### config.mk
export PLATFORM = sky130hd
export DESIGN_NAME = half_adder_rr_scheduler
export DESIGN_NICKNAME = d
export VERILOG_FILES = /design/src/rtl/half_adder_rr_scheduler.sv
export SDC_FILE = /design/constraint.sdc
export NUM_CORES = 1
export LEC_CHECK = 0
export ABC_AREA = 0
export BUFFER_PORTS_ARGS = -buffer_cell sky130_fd_sc_hd__buf_2
export CORE_MARGIN = 2
export CORE_UTILIZATION = 61
export CTS_BUF_LIST = sky130_fd_sc_hd__clkbuf_4 sky130_fd_sc_hd__clkbuf_8
export DETAILED_ROUTE_END_ITERATION = 7
export GPL_TIMING_DRIVEN = 0
export PLACE_DENSITY = 0.95
export SYNTH_ARGS = -nofsm -noshare
export SYNTH_HDL_FRONTEND = slang
export SYNTH_SLANG_ARGS = --single-unit
### constraint.sdc
create_clock -name clk -period 4.3 [get_ports clk]
set_clock_uncertainty 0.15 [all_clocks]
set_input_delay 0.43 -clock clk [delete_from_list [all_inputs] [get_ports clk]]
set_output_delay 0.43 -clock clk [all_outputs]
set_load 0.02 [all_outputs]
### src/rtl/half_adder_rr_scheduler.sv
// Round-robin front end that shares one streaming half-adder engine between
// NUM_REQ requesters. One transaction in flight: grant, send both operands,
// collect sum and carry, hold the response until taken. A watchdog turns a
// stalled engine into an error response instead of a hang.
module half_adder_rr_scheduler #(
  parameter int NUM_REQ     = 4,
  parameter int WDOG_CYCLES = 64,
  localparam int IDW        = (NUM_REQ > 1) ? $clog2(NUM_REQ) : 1
) (
  input  logic               clk,
  input  logic               reset,
  // requesters
  input  logic [NUM_REQ-1:0] req_valid,
  input  logic [NUM_REQ-1:0] req_a,
  input  logic [NUM_REQ-1:0] req_b,
  output logic [NUM_REQ-1:0] req_ready,
  // engine operand streams
  output logic               ha_a_tvalid,
  output logic               ha_a_tdata,
  input  logic               ha_a_tready,
  output logic               ha_b_tvalid,
  output logic               ha_b_tdata,
  input  logic               ha_b_tready,
  // engine result streams
  input  logic               ha_sum_tvalid,
  input  logic               ha_sum_tdata,
  output logic               ha_sum_tready,
  input  logic               ha_carry_tvalid,
  input  logic               ha_carry_tdata,
  output logic               ha_carry_tready,
  // response stream
  output logic               rsp_valid,
  output logic               rsp_sum,
  output logic               rsp_carry,
  output logic               rsp_err,
  output logic [IDW-1:0]     rsp_id,
  input  logic               rsp_ready,
  output logic               busy
);

  typedef enum logic [1:0] {IDLE, SEND, COLLECT, RESP} state_t;

  localparam logic [15:0] WDOG_LIM = 16'(WDOG_CYCLES - 1);

  state_t          state, state_nxt;
  logic [IDW-1:0]  rr_ptr, id_q, sel, cand;
  logic            found, accept, timeout;
  logic            op_a, op_b;
  logic            a_done, b_done, sum_done, carry_done;
  logic            a_hs, b_hs, sum_hs, carry_hs;
  logic            sum_q, carry_q, err_q;
  logic [15:0]     wdog;
  logic            wdog_hit;

  assign wdog_hit = (wdog == WDOG_LIM);

  // First valid requester at or above rr_ptr, wrapping; power-of-two
  // NUM_REQ lets the index simply overflow.
  always_comb begin
    found = 1'b0;
    sel   = '0;
    cand  = '0;
    for (int i = 0; i < NUM_REQ; i++) begin
      cand = rr_ptr + IDW'(i);
      if (!found && req_valid[cand]) begin
        found = 1'b1;
        sel   = cand;
      end
    end
  end

  // State register.
  always_ff @(posedge clk or posedge reset) begin
    if (reset) state <= IDLE;
    else       state <= state_nxt;
  end

  // Next state plus all handshake-facing outputs. Handshake terms are
  // derived after the valid/ready they depend on within the same pass.
  always_comb begin
    state_nxt       = state;
    req_ready       = '0;
    accept          = 1'b0;
    timeout         = 1'b0;
    ha_a_tvalid     = 1'b0;
    ha_b_tvalid     = 1'b0;
    ha_sum_tready   = 1'b0;
    ha_carry_tready = 1'b0;
    a_hs            = 1'b0;
    b_hs            = 1'b0;
    sum_hs          = 1'b0;
    carry_hs        = 1'b0;
    rsp_valid       = 1'b0;
    busy            = 1'b0;
    case (state)
      IDLE: begin
        if (found && !reset) begin
          req_ready = NUM_REQ'(1) << sel;
          accept    = 1'b1;
          state_nxt = SEND;
        end
      end
      SEND: begin
        busy        = 1'b1;
        ha_a_tvalid = !a_done;
        ha_b_tvalid = !b_done;
        a_hs        = ha_a_tvalid & ha_a_tready;
        b_hs        = ha_b_tvalid & ha_b_tready;
        if (wdog_hit) begin
          timeout   = 1'b1;
          state_nxt = RESP;
        end else if ((a_done | a_hs) && (b_done | b_hs)) begin
          state_nxt = COLLECT;
        end
      end
      COLLECT: begin
        busy            = 1'b1;
        ha_sum_tready   = !sum_done;
        ha_carry_tready = !carry_done;
        sum_hs          = ha_sum_tready & ha_sum_tvalid;
        carry_hs        = ha_carry_tready & ha_carry_tvalid;
        // A result landing on the watchdog's last cycle still counts.
        if ((sum_done | sum_hs) && (carry_done | carry_hs)) begin
          state_nxt = RESP;
        end else if (wdog_hit) begin
          timeout   = 1'b1;
          state_nxt = RESP;
        end
      end
      RESP: begin
        busy      = 1'b1;
        rsp_valid = 1'b1;
        if (rsp_ready) state_nxt = IDLE;
      end
      default: state_nxt = IDLE;
    endcase
  end

  // Operand data is only meaningful while its valid is up.
  assign ha_a_tdata = ha_a_tvalid & op_a;
  assign ha_b_tdata = ha_b_tvalid & op_b;

  // Response fields are zero outside RESP so nothing leaks during reset/idle.
  assign rsp_sum   = rsp_valid & sum_q;
  assign rsp_carry = rsp_valid & carry_q;
  assign rsp_err   = rsp_valid & err_q;
  assign rsp_id    = rsp_valid ? id_q : '0;

  // Transaction datapath: capture on grant, track handshakes, run watchdog.
  always_ff @(posedge clk or posedge reset) begin
    if (reset) begin
      rr_ptr     <= '0;
      id_q       <= '0;
      op_a       <= 1'b0;
      op_b       <= 1'b0;
      a_done     <= 1'b0;
      b_done     <= 1'b0;
      sum_done   <= 1'b0;
      carry_done <= 1'b0;
      sum_q      <= 1'b0;
      carry_q    <= 1'b0;
      err_q      <= 1'b0;
      wdog       <= '0;
    end else begin
      case (state)
        IDLE: begin
          if (accept) begin
            op_a       <= req_a[sel];
            op_b       <= req_b[sel];
            id_q       <= sel;
            rr_ptr     <= sel + IDW'(1);
            wdog       <= '0;
            a_done     <= 1'b0;
            b_done     <= 1'b0;
            sum_done   <= 1'b0;
            carry_done <= 1'b0;
            sum_q      <= 1'b0;
            carry_q    <= 1'b0;
            err_q      <= 1'b0;
          end
        end
        SEND: begin
          wdog <= wdog + 16'd1;
          if (a_hs) a_done <= 1'b1;
          if (b_hs) b_done <= 1'b1;
        end
        COLLECT: begin
          wdog <= wdog + 16'd1;
          if (sum_hs) begin
            sum_done <= 1'b1;
            sum_q    <= ha_sum_tdata;
          end
          if (carry_hs) begin
            carry_done <= 1'b1;
            carry_q    <= ha_carry_tdata;
          end
        end
        default: ;
      endcase
      // Expired watchdog discards any partial result.
      if (timeout) begin
        sum_q   <= 1'b0;
        carry_q <= 1'b0;
        err_q   <= 1'b1;
      end
    end
  end

endmodule

==> flow_summary_export.csv, run 1 <==
group,metric,value,unit
pwr,power.internal,0.734,mW
logic_synthesis,async_reset_ff_share,100,%
clocking,cts_num_sinks,31,
worst_setup_path,crit_arrival,2.27,ns
final_layout,num-nets-final,290,
die,rows,20,
timing,period_share,66.4,%
clocking,clkLatencyLatePin,0.32,ns
global_route,grt_usage,24.7,%
worst_hold_path,hp-class,"in2reg",
timing,final_hold_viol_count,0,
routing,wl_per_cell,13.8,um
logic_synthesis,ys_ff_latch,31,
timing,period_needed,2.85,ns
die,io_pins,38,
place,post-place-ws,1.82,ns
clocking,htree_num_levels,2,
pwr,sw_frac_of_total,44.9,%
logic_synthesis,synth_ff_type,"dfrtp_1",
global_route,grtUsageMet3,6.06,%
die,die_x,60.2,um
run_status,outcome,"finished clean",
logic_synthesis,synth_cell_types,45,
clocking,root_buffer,"clkbuf_4",
logic_synthesis,yosys_warnings,0,
timing,tns,0,ns
routing,route.detailed.drc,0,
global_route,grt_max_degree,32,
pwr,p_switching,0.598,mW
worst_setup_path,required,3.72,ns
final_layout,layout-drive-gt1-share,20.5,%
logic_synthesis,syn_inst,215,
logic_synthesis,synth-edff-count,0,
routing,ant_nets,0,
worst_setup_path,rrSetupSlack,1.80,ns
pwr,p_per_area,599,nW/um2
die,core_area,3030,um2
routing,num_vias,1753,
final_layout,n_fill_cell,210,
timing,max_freq,350,MHz
routing,drt-total-wl,4180,um
logic_synthesis,netlist.area_leader.share,40.2,%
pwr,leakagePower,1.09,nW
pwr,p_seq_share,35.3,%
place,gp_congestion,0.847,
pwr,ir_drop,0.227,mV
clocking,cts_hold_buf,0,
global_route,grt_overflow,0,
clocking,clkTransAtPathRegs,0.10,ns
global_route,grt_pass1_vias,1586,
routing,drt_first_pass_iters,4,
worst_setup_path,end_kind,"primary output",
run,drv_cap,0,
die,die_area,3630,um2
timing,worstMarginPinSlew,1.14,ns
die,initial_core_util,63.7,%
timing,setup_violations,0,
logic_synthesis,synth_area,1930,um2
logic_synthesis,yosys-top-cells-area,"dfrtp_1 (40%), ha_1 (6.5%), and2_1 (3.9%), nand2_1 (3.9%), nor2_1 (3.9%)",
logic_synthesis,yosysSeqAreaShare,40.2,%
timing,slew_violations,0,
final_layout,antenna_cells,0,
clocking,post_cts_resized,0,
worst_setup_path,path_class,"reg2out",
global_route,busiest_layer,"met2",
die,die_y,60.2,um
logic_synthesis,avgSynthCellArea,8.97,um2
global_route,grt_pass1_wl,6710,um
timing,fin_ws,1.45,ns
clocking,cts_buffers,5,
routing,drt_iter0_markers,149,
pwr,comb_power_share,52.0,%
global_route,antenna_found_initial,0,
timing,slew_headroom,23.8,%
global_route,use_met1,30.2,%
pwr,clkPwrFrac,12.8,%
clocking,cts_buffer_depth,2,
routing,via_per_inst,5.79,
logic_synthesis,netlist.top_cell.by_area,"dfrtp_1",
worst_setup_path,path_max_fanout,9,
logic_synthesis,syn_nets,246,
timing,grt_setup_unrepaired,"no",
final_layout,synthToLayoutAreaGrowth,15.4,%
worst_setup_path,startpoint_type,"register",
global_route,met2_usage,41.8,%
clocking,postCtsSetupBuffers,0,
place,port-buffer-count,37,
clocking,cts_tree,"built",
place,hpwl,3100,um
==> power groups by stage <==
stage | Combinational [mW] | Clock (mW) | Sequential (mW)
after floorplan | 0.520 | 0 | 0.453
after global placement | 0.658 | 0 | 0.466
after detailed placement | 0.681 | 0 | 0.474
after CTS | 0.689 | 0.174 | 0.468
after global routing | 0.764 | 0.188 | 0.480
final | 0.692 | 0.170 | 0.470
==> Yosys cell counts, types with 4 or more instances <==
master,n
nor3_1,5
xor2_1,4
inv_1,8
nor4_1,5
nand4_1,9
o21ai_0,8
and3_1,7
nor2_1,20
ha_1,10
dfrtp_1,31
xnor2_1,6
and2_1,12
clkbuf_1,8
a21oi_1,12
nand2_1,20
nor2b_1,5
==> layout make-up <==
type	count	area, um2	share of cell area [%]
plain buffers	10	38.8	1.74
clock buffers	6	51.3	2.31
clock inverters	1	5.00	0.225
inverters	8	30.0	1.35
multi-input cells	166	1080	48.7
flip-flops and latches	31	776	34.9
well taps	44	55.1	2.47
repair buffers	37	185	8.32
==> flip-flops by register name, indices dropped and copies added (netlist names) <==
register and flops:
rr_ptr 2, op_b 1, wdog 16, carry_done 1
id_q 2, err_q 1, sum_done 1, sum_q 1
a_done 1, b_done 1, op_a 1, state 2
carry_q 1
==> per-stage QoR <==
step / hold WS, ns / cell area (um2) / std cells / power [mW] / util (%)
final: 0.227 / 2220 / 303 / 1.33 / 73.5
after floorplan: 0.291 / 1930 / 215 / 0.973 / -
after CTS: 0.213 / 2220 / 303 / 1.33 / 73.5
after global placement: 0.301 / 2170 / 296 / 1.12 / 71.6
after detailed placement: 0.314 / 2170 / 296 / 1.16 / 71.6
after global routing: 0.221 / 2220 / 303 / 1.43 / 73.5
==> worst max-delay path: stages, from the launching register on <==
cell      delay (ns)
dfrtp_1         0.33
clkbuf_1        0.27
mux2i_1         0.22
nor2_1          0.08
or3_1           0.34
buf_2           0.19
inv_1           0.10
ha_1            0.14
and3_1          0.14
buf_2           0.16
==> layout by cell type, fill, tap and decap left out, types with 4 or more instances in the layout <==
| master | n |
|---|---|
| nor2b_1 | 5 |
| clkbuf_4 | 5 |
| buf_2 | 38 |
| clkbuf_1 | 8 |
| and2_1 | 12 |
| xor2_1 | 4 |
| and3_1 | 7 |
| nand2_1 | 20 |
| nand4_1 | 9 |
| dfrtp_1 | 31 |
| nor3_1 | 5 |
| nor4_1 | 5 |
| o21ai_0 | 8 |
| ha_1 | 10 |
| a21oi_1 | 12 |
| xnor2_1 | 6 |
| nor2_1 | 20 |
| inv_1 | 8 |
==> kinds of logic (layout without fill, tap and decap cells) <==
kind of cell | Yosys count | count (layout) | synth area share, %
compound gates | 39 | 39 | 13.2
buf+inv | 18 | 62 | 3.57
flops | 31 | 31 | 40.2
xor+xnor | 10 | 10 | 4.54
fa+ha+maj | 10 | 10 | 6.49
mux | 6 | 6 | 3.31
simple gates | 101 | 101 | 28.6
==> metal layers <==
metal  up-vias  share of wire [%]  wire, um
met4         0               0.91        38
li1        855                  -         -
met1       838                 44      1850
met5         -                  0         0
met3         7                4.4       185
met2        53                 50      2110
==> worst paths after layout <==
| path | from | to | cells past startpoint |
|---|---|---|---|
| setup reg to reg | state[0]$_DFFE_PP0P_ | wdog[15]$_DFFE_PP0P_ | 6 |
| hold / removal | ha_carry_tdata | carry_q$_DFFE_PP0P_ | 3 |
| max in group asynchronous | reset | wdog[9]$_DFFE_PP0P_ | 2 |
| min in group asynchronous | reset | a_done$_DFFE_PP0P_ | 2 |
| setup / recovery | rr_ptr[1]$_DFFE_PP0P_ | req_ready[3] | 9 |
| hold reg to reg | id_q[0]$_DFFE_PP0P_ | id_q[0]$_DFFE_PP0P_ | 2 |
No activity file was read; power rests on OpenSTA's default activity.
==> inputs of run 2 (changes only) <==
--- a/config.mk
+++ b/config.mk
@@ -5,14 +5,14 @@
 export SDC_FILE = /design/constraint.sdc
 export NUM_CORES = 1
 export LEC_CHECK = 0
-export ABC_AREA = 0
+export ABC_AREA = 1
 export BUFFER_PORTS_ARGS = -buffer_cell sky130_fd_sc_hd__buf_2
 export CORE_MARGIN = 2
-export CORE_UTILIZATION = 61
+export CORE_UTILIZATION = 59
 export CTS_BUF_LIST = sky130_fd_sc_hd__clkbuf_4 sky130_fd_sc_hd__clkbuf_8
 export DETAILED_ROUTE_END_ITERATION = 7
 export GPL_TIMING_DRIVEN = 0
-export PLACE_DENSITY = 0.95
+export PLACE_DENSITY = 0.93
 export SYNTH_ARGS = -nofsm -noshare
 export SYNTH_HDL_FRONTEND = slang
 export SYNTH_SLANG_ARGS = --single-unit
==> constraint.sdc (replaced) <==
create_clock -name clk -period 2.97 [get_ports clk]
set_clock_uncertainty 0.15 [all_clocks]
set_input_delay 0.297 -clock clk [delete_from_list [all_inputs] [get_ports clk]]
set_output_delay 0.297 -clock clk [all_outputs]
set_load 0.02 [all_outputs]
==> run 2 against run 1 <==
Synthesized cell count increased by 65%. Clock-buffer cell count unchanged. Non-clock buffer count decreased by 2. Critical path type unchanged. Largest cell class unchanged.
==> flow_summary_export.csv, run 2 <==
group,metric,value,unit
worst_setup_path,critPathBufInv,4,
timing,period_share,90.9,%
logic_synthesis,avgSynthCellArea,6.88,um2
timing,slew_headroom,64.0,%
die,die_x,68.2,um
worst_setup_path,crit_chain,"buf_4 > nand2_1 > nand2_1 > nand2_1 > nand2_4 > nor2_8 > nand3_1 > nand3_1 > nand2_1 > inv_1 > ha_1 > inv_1 > nor2_1 > buf_2",
final_layout,largest_reg_flops,16,
worst_setup_path,path_max_fanout,10,
logic_synthesis,synth-edff-count,0,
final_layout,layout_commonest_cell,"nand2_1",
timing,max_freq,371,MHz
logic_synthesis,synth_ff_type,"dfrtp_1",
clocking,cts_num_sinks,31,
place,port-buffer-count,37,
logic_synthesis,yosysMostFrequentCell,"nand2_1",
logic_synthesis,ys_ff_latch,31,
die,rows,23,
worst_setup_path,crit_arrival,2.25,ns
place,place_area,2680,um2
clocking,clkLatencyLatePin,0.29,ns
logic_synthesis,yosysSeqAreaShare,31.9,%
global_route,grt_max_degree,34,
place,gp_congestion,0.918,
timing,grt_setup_unrepaired,"no",
run_status,outcome,"finished clean",
global_route,grt_overflow,0,
final_layout,mostFrequentLayoutCells,"nand2_1 (108), inv_1 (52), buf_2 (40), dfrtp_1 (31), nor2_1 (30)",
worst_setup_path,cp_top_family,"simple AND/OR/NAND/NOR gates",
clocking,postCtsSetupBuffers,0,
die,core_area,4000,um2
final_layout,n_fill_cell,326,
routing,drt-total-wl,5910,um
worst_setup_path,critPathMaxStageDelay,0.40,ns
final_layout,seq_area,776,um2
run,drv_cap,0,
logic_synthesis,netlist.area_leader.share,31.9,%
routing,ant_nets,0,
clocking,root_buffer,"clkbuf_8",
final_layout,final_cell_area,2840,um2
final_layout,synthToLayoutAreaGrowth,16.8,%
worst_setup_path,cpMostUsedCell,"nand2_1",
timing,setup_violations,0,
routing,drt_iter0_markers,179,
global_route,grt_usage,27.5,%
worst_hold_path,min_from,"ha_carry_tdata",
global_route,grt_pass1_vias,2275,
logic_synthesis,syn_inst,354,
routing,route.detailed.drc,0,
logic_synthesis,synth_area,2430,um2
timing,slew_violations,0,
logic_synthesis,netlist.top_cell.by_area,"dfrtp_1",
global_route,grt_pass1_wl,9560,um
worst_setup_path,path_class,"reg2out",
pwr,leakagePower,1.54,nW
die,die_y,68.2,um
clocking,cts_buffer_depth,2,
routing,wl_per_cell,13.1,um
worst_setup_path,end_kind,"primary output",
final_layout,antenna_cells,0,
worst_hold_path,hp-class,"in2reg",
die,initial_core_util,60.9,%
logic_synthesis,ys_top_cells_by_count,"nand2_1 (108), inv_1 (53), dfrtp_1 (31)",
die,io_pins,38,
logic_synthesis,yosys_warnings,0,
place,hpwl,4410,um
routing,drt_first_pass_iters,5,
timing,tns,0,ns
global_route,antenna_found_initial,0,
final_layout,multiInputGateArea,1410,um2
routing,num_vias,2493,
worst_setup_path,timing.rr.start,"rr_ptr[0]$_DFFE_PP0P_",
logic_synthesis,yosys-top-cells-area,"dfrtp_1 (32%), nand2_1 (17%), inv_1 (8.2%), ha_1 (5.1%), nand3_1 (5.1%)",
logic_synthesis,syn_nets,385,
clocking,cts_tree,"built",
worst_setup_path,required,2.52,ns
final_layout,num-nets-final,431,
clocking,htree_num_levels,2,
timing,period_needed,2.70,ns
final_layout,layout-drive-gt1-share,21.9,%
worst_setup_path,startpoint_type,"register",
pwr,ir_drop,0.483,mV
final_layout,regMostFlops,"wdog",
worst_setup_path,startpoint,"rr_ptr[0]$_DFFE_PP0P_",
clocking,cts_buffers,5,
routing,via_per_inst,5.53,
worst_setup_path,slowest_stage,"dfrtp_1",
timing,final_hold_viol_count,0,
timing,worstMarginPinSlew,0.535,ns
logic_synthesis,async_reset_ff_share,100,%
logic_synthesis,synth_cell_types,32,
die,die_area,4660,um2
clocking,clkTransAtPathRegs,0.07,ns
pwr,p_per_area,1040,nW/um2
[run 2: worst paths after layout]
| path | slack, ns | depth (start not counted) | to |
|---|---|---|---|
| hold reg to reg | 0.36 | 2 | carry_done$_DFFE_PP0P_ |
| hold / removal | 0.13 | 3 | carry_q$_DFFE_PP0P_ |
| setup reg to reg | 0.80 | 12 | rr_ptr[1]$_DFFE_PP0P_ |
| max in group asynchronous | 1.92 | 4 | a_done$_DFFE_PP0P_ |
| min in group asynchronous | 0.34 | 3 | wdog[7]$_DFFE_PP0P_ |
| setup / recovery | 0.27 | 14 | req_ready[2] |
[run 2: final cells by class]
type                            instances  area share (%)
Multi-Input combinational cell        261            49.4
Clock inverter                          2            1.23
Clock buffer                            6            2.90
Buffer                                  6            1.72
Sequential cell                        31            27.3
Timing Repair Buffer                   39            7.83
Inverter                               56            7.39
Tap cell                               50            2.20
[run 2: cells by family (layout without fill, tap and decap cells)]
logic type / Yosys count / after routing / synth area share [%]
and+or+nand+nor: 212 / 212 / 42.2
adders and majority gates: 10 / 10 / 5.14
DFF: 31 / 31 / 31.9
buffers and inverters: 62 / 109 / 10.6
xor gates and xnor gates: 3 / 3 / 1.08
AOI/OAI and AO/OA: 36 / 36 / 9.04
[run 2: power breakdown]
part / switching (mW) / internal, mW
clock: 0.171 / 0.271
combinational: 1.29 / 0.603
sequential: 0.0988 / 0.533
total: 1.56 / 1.41
[run 2: per-layer routing]
metal	routed length (um)	up-vias	track usage, %
li1	-	1236	-
met1	2540	1133	32.9
met4	100	0	13.8
met5	0	-	0
met2	2880	109	46.4
met3	388	15	6.09
[run 2: repair_timing]
item                       CTS  global route
gates resized for setup      0             1
setup endpoints to repair    0             1
hold buffers                 0             1
hold endpoints to repair     0             8
[run 2: metrics by stage]
| stage | power [mW] | utilization [%] | cells | setup WS [ns] | hold WS [ns] |
|---|---|---|---|---|---|
| 6_report | 2.97 | 71.1 | 451 | 0.271 | 0.127 |
| 5_1_grt | 3.21 | 71.1 | 451 | 0.0366 | 0.146 |
| 4_1_cts | 2.93 | 70.0 | 449 | 0.189 | 0.126 |
| 3_5_place_dp | 2.48 | 67.1 | 441 | 0.379 | 0.341 |
| 3_3_place_gp | 2.39 | 67.1 | 441 | 0.394 | 0.318 |
| 2_1_floorplan | 2.05 | - | 354 | 0.703 | 0.290 |
[run 2: worst register-to-register path, stage by stage, from the launching register on]
cell and delay [ns]:
dfrtp_1 0.40, buf_4 0.18, nand2_1 0.06, nand2_1 0.09, nand2_1 0.12, nand2_4 0.07, nor2_8 0.11, nand3_1 0.12
nand2_1 0.23, inv_1 0.10, ha_1 0.29, nand2_1 0.06, o21ai_0 0.07
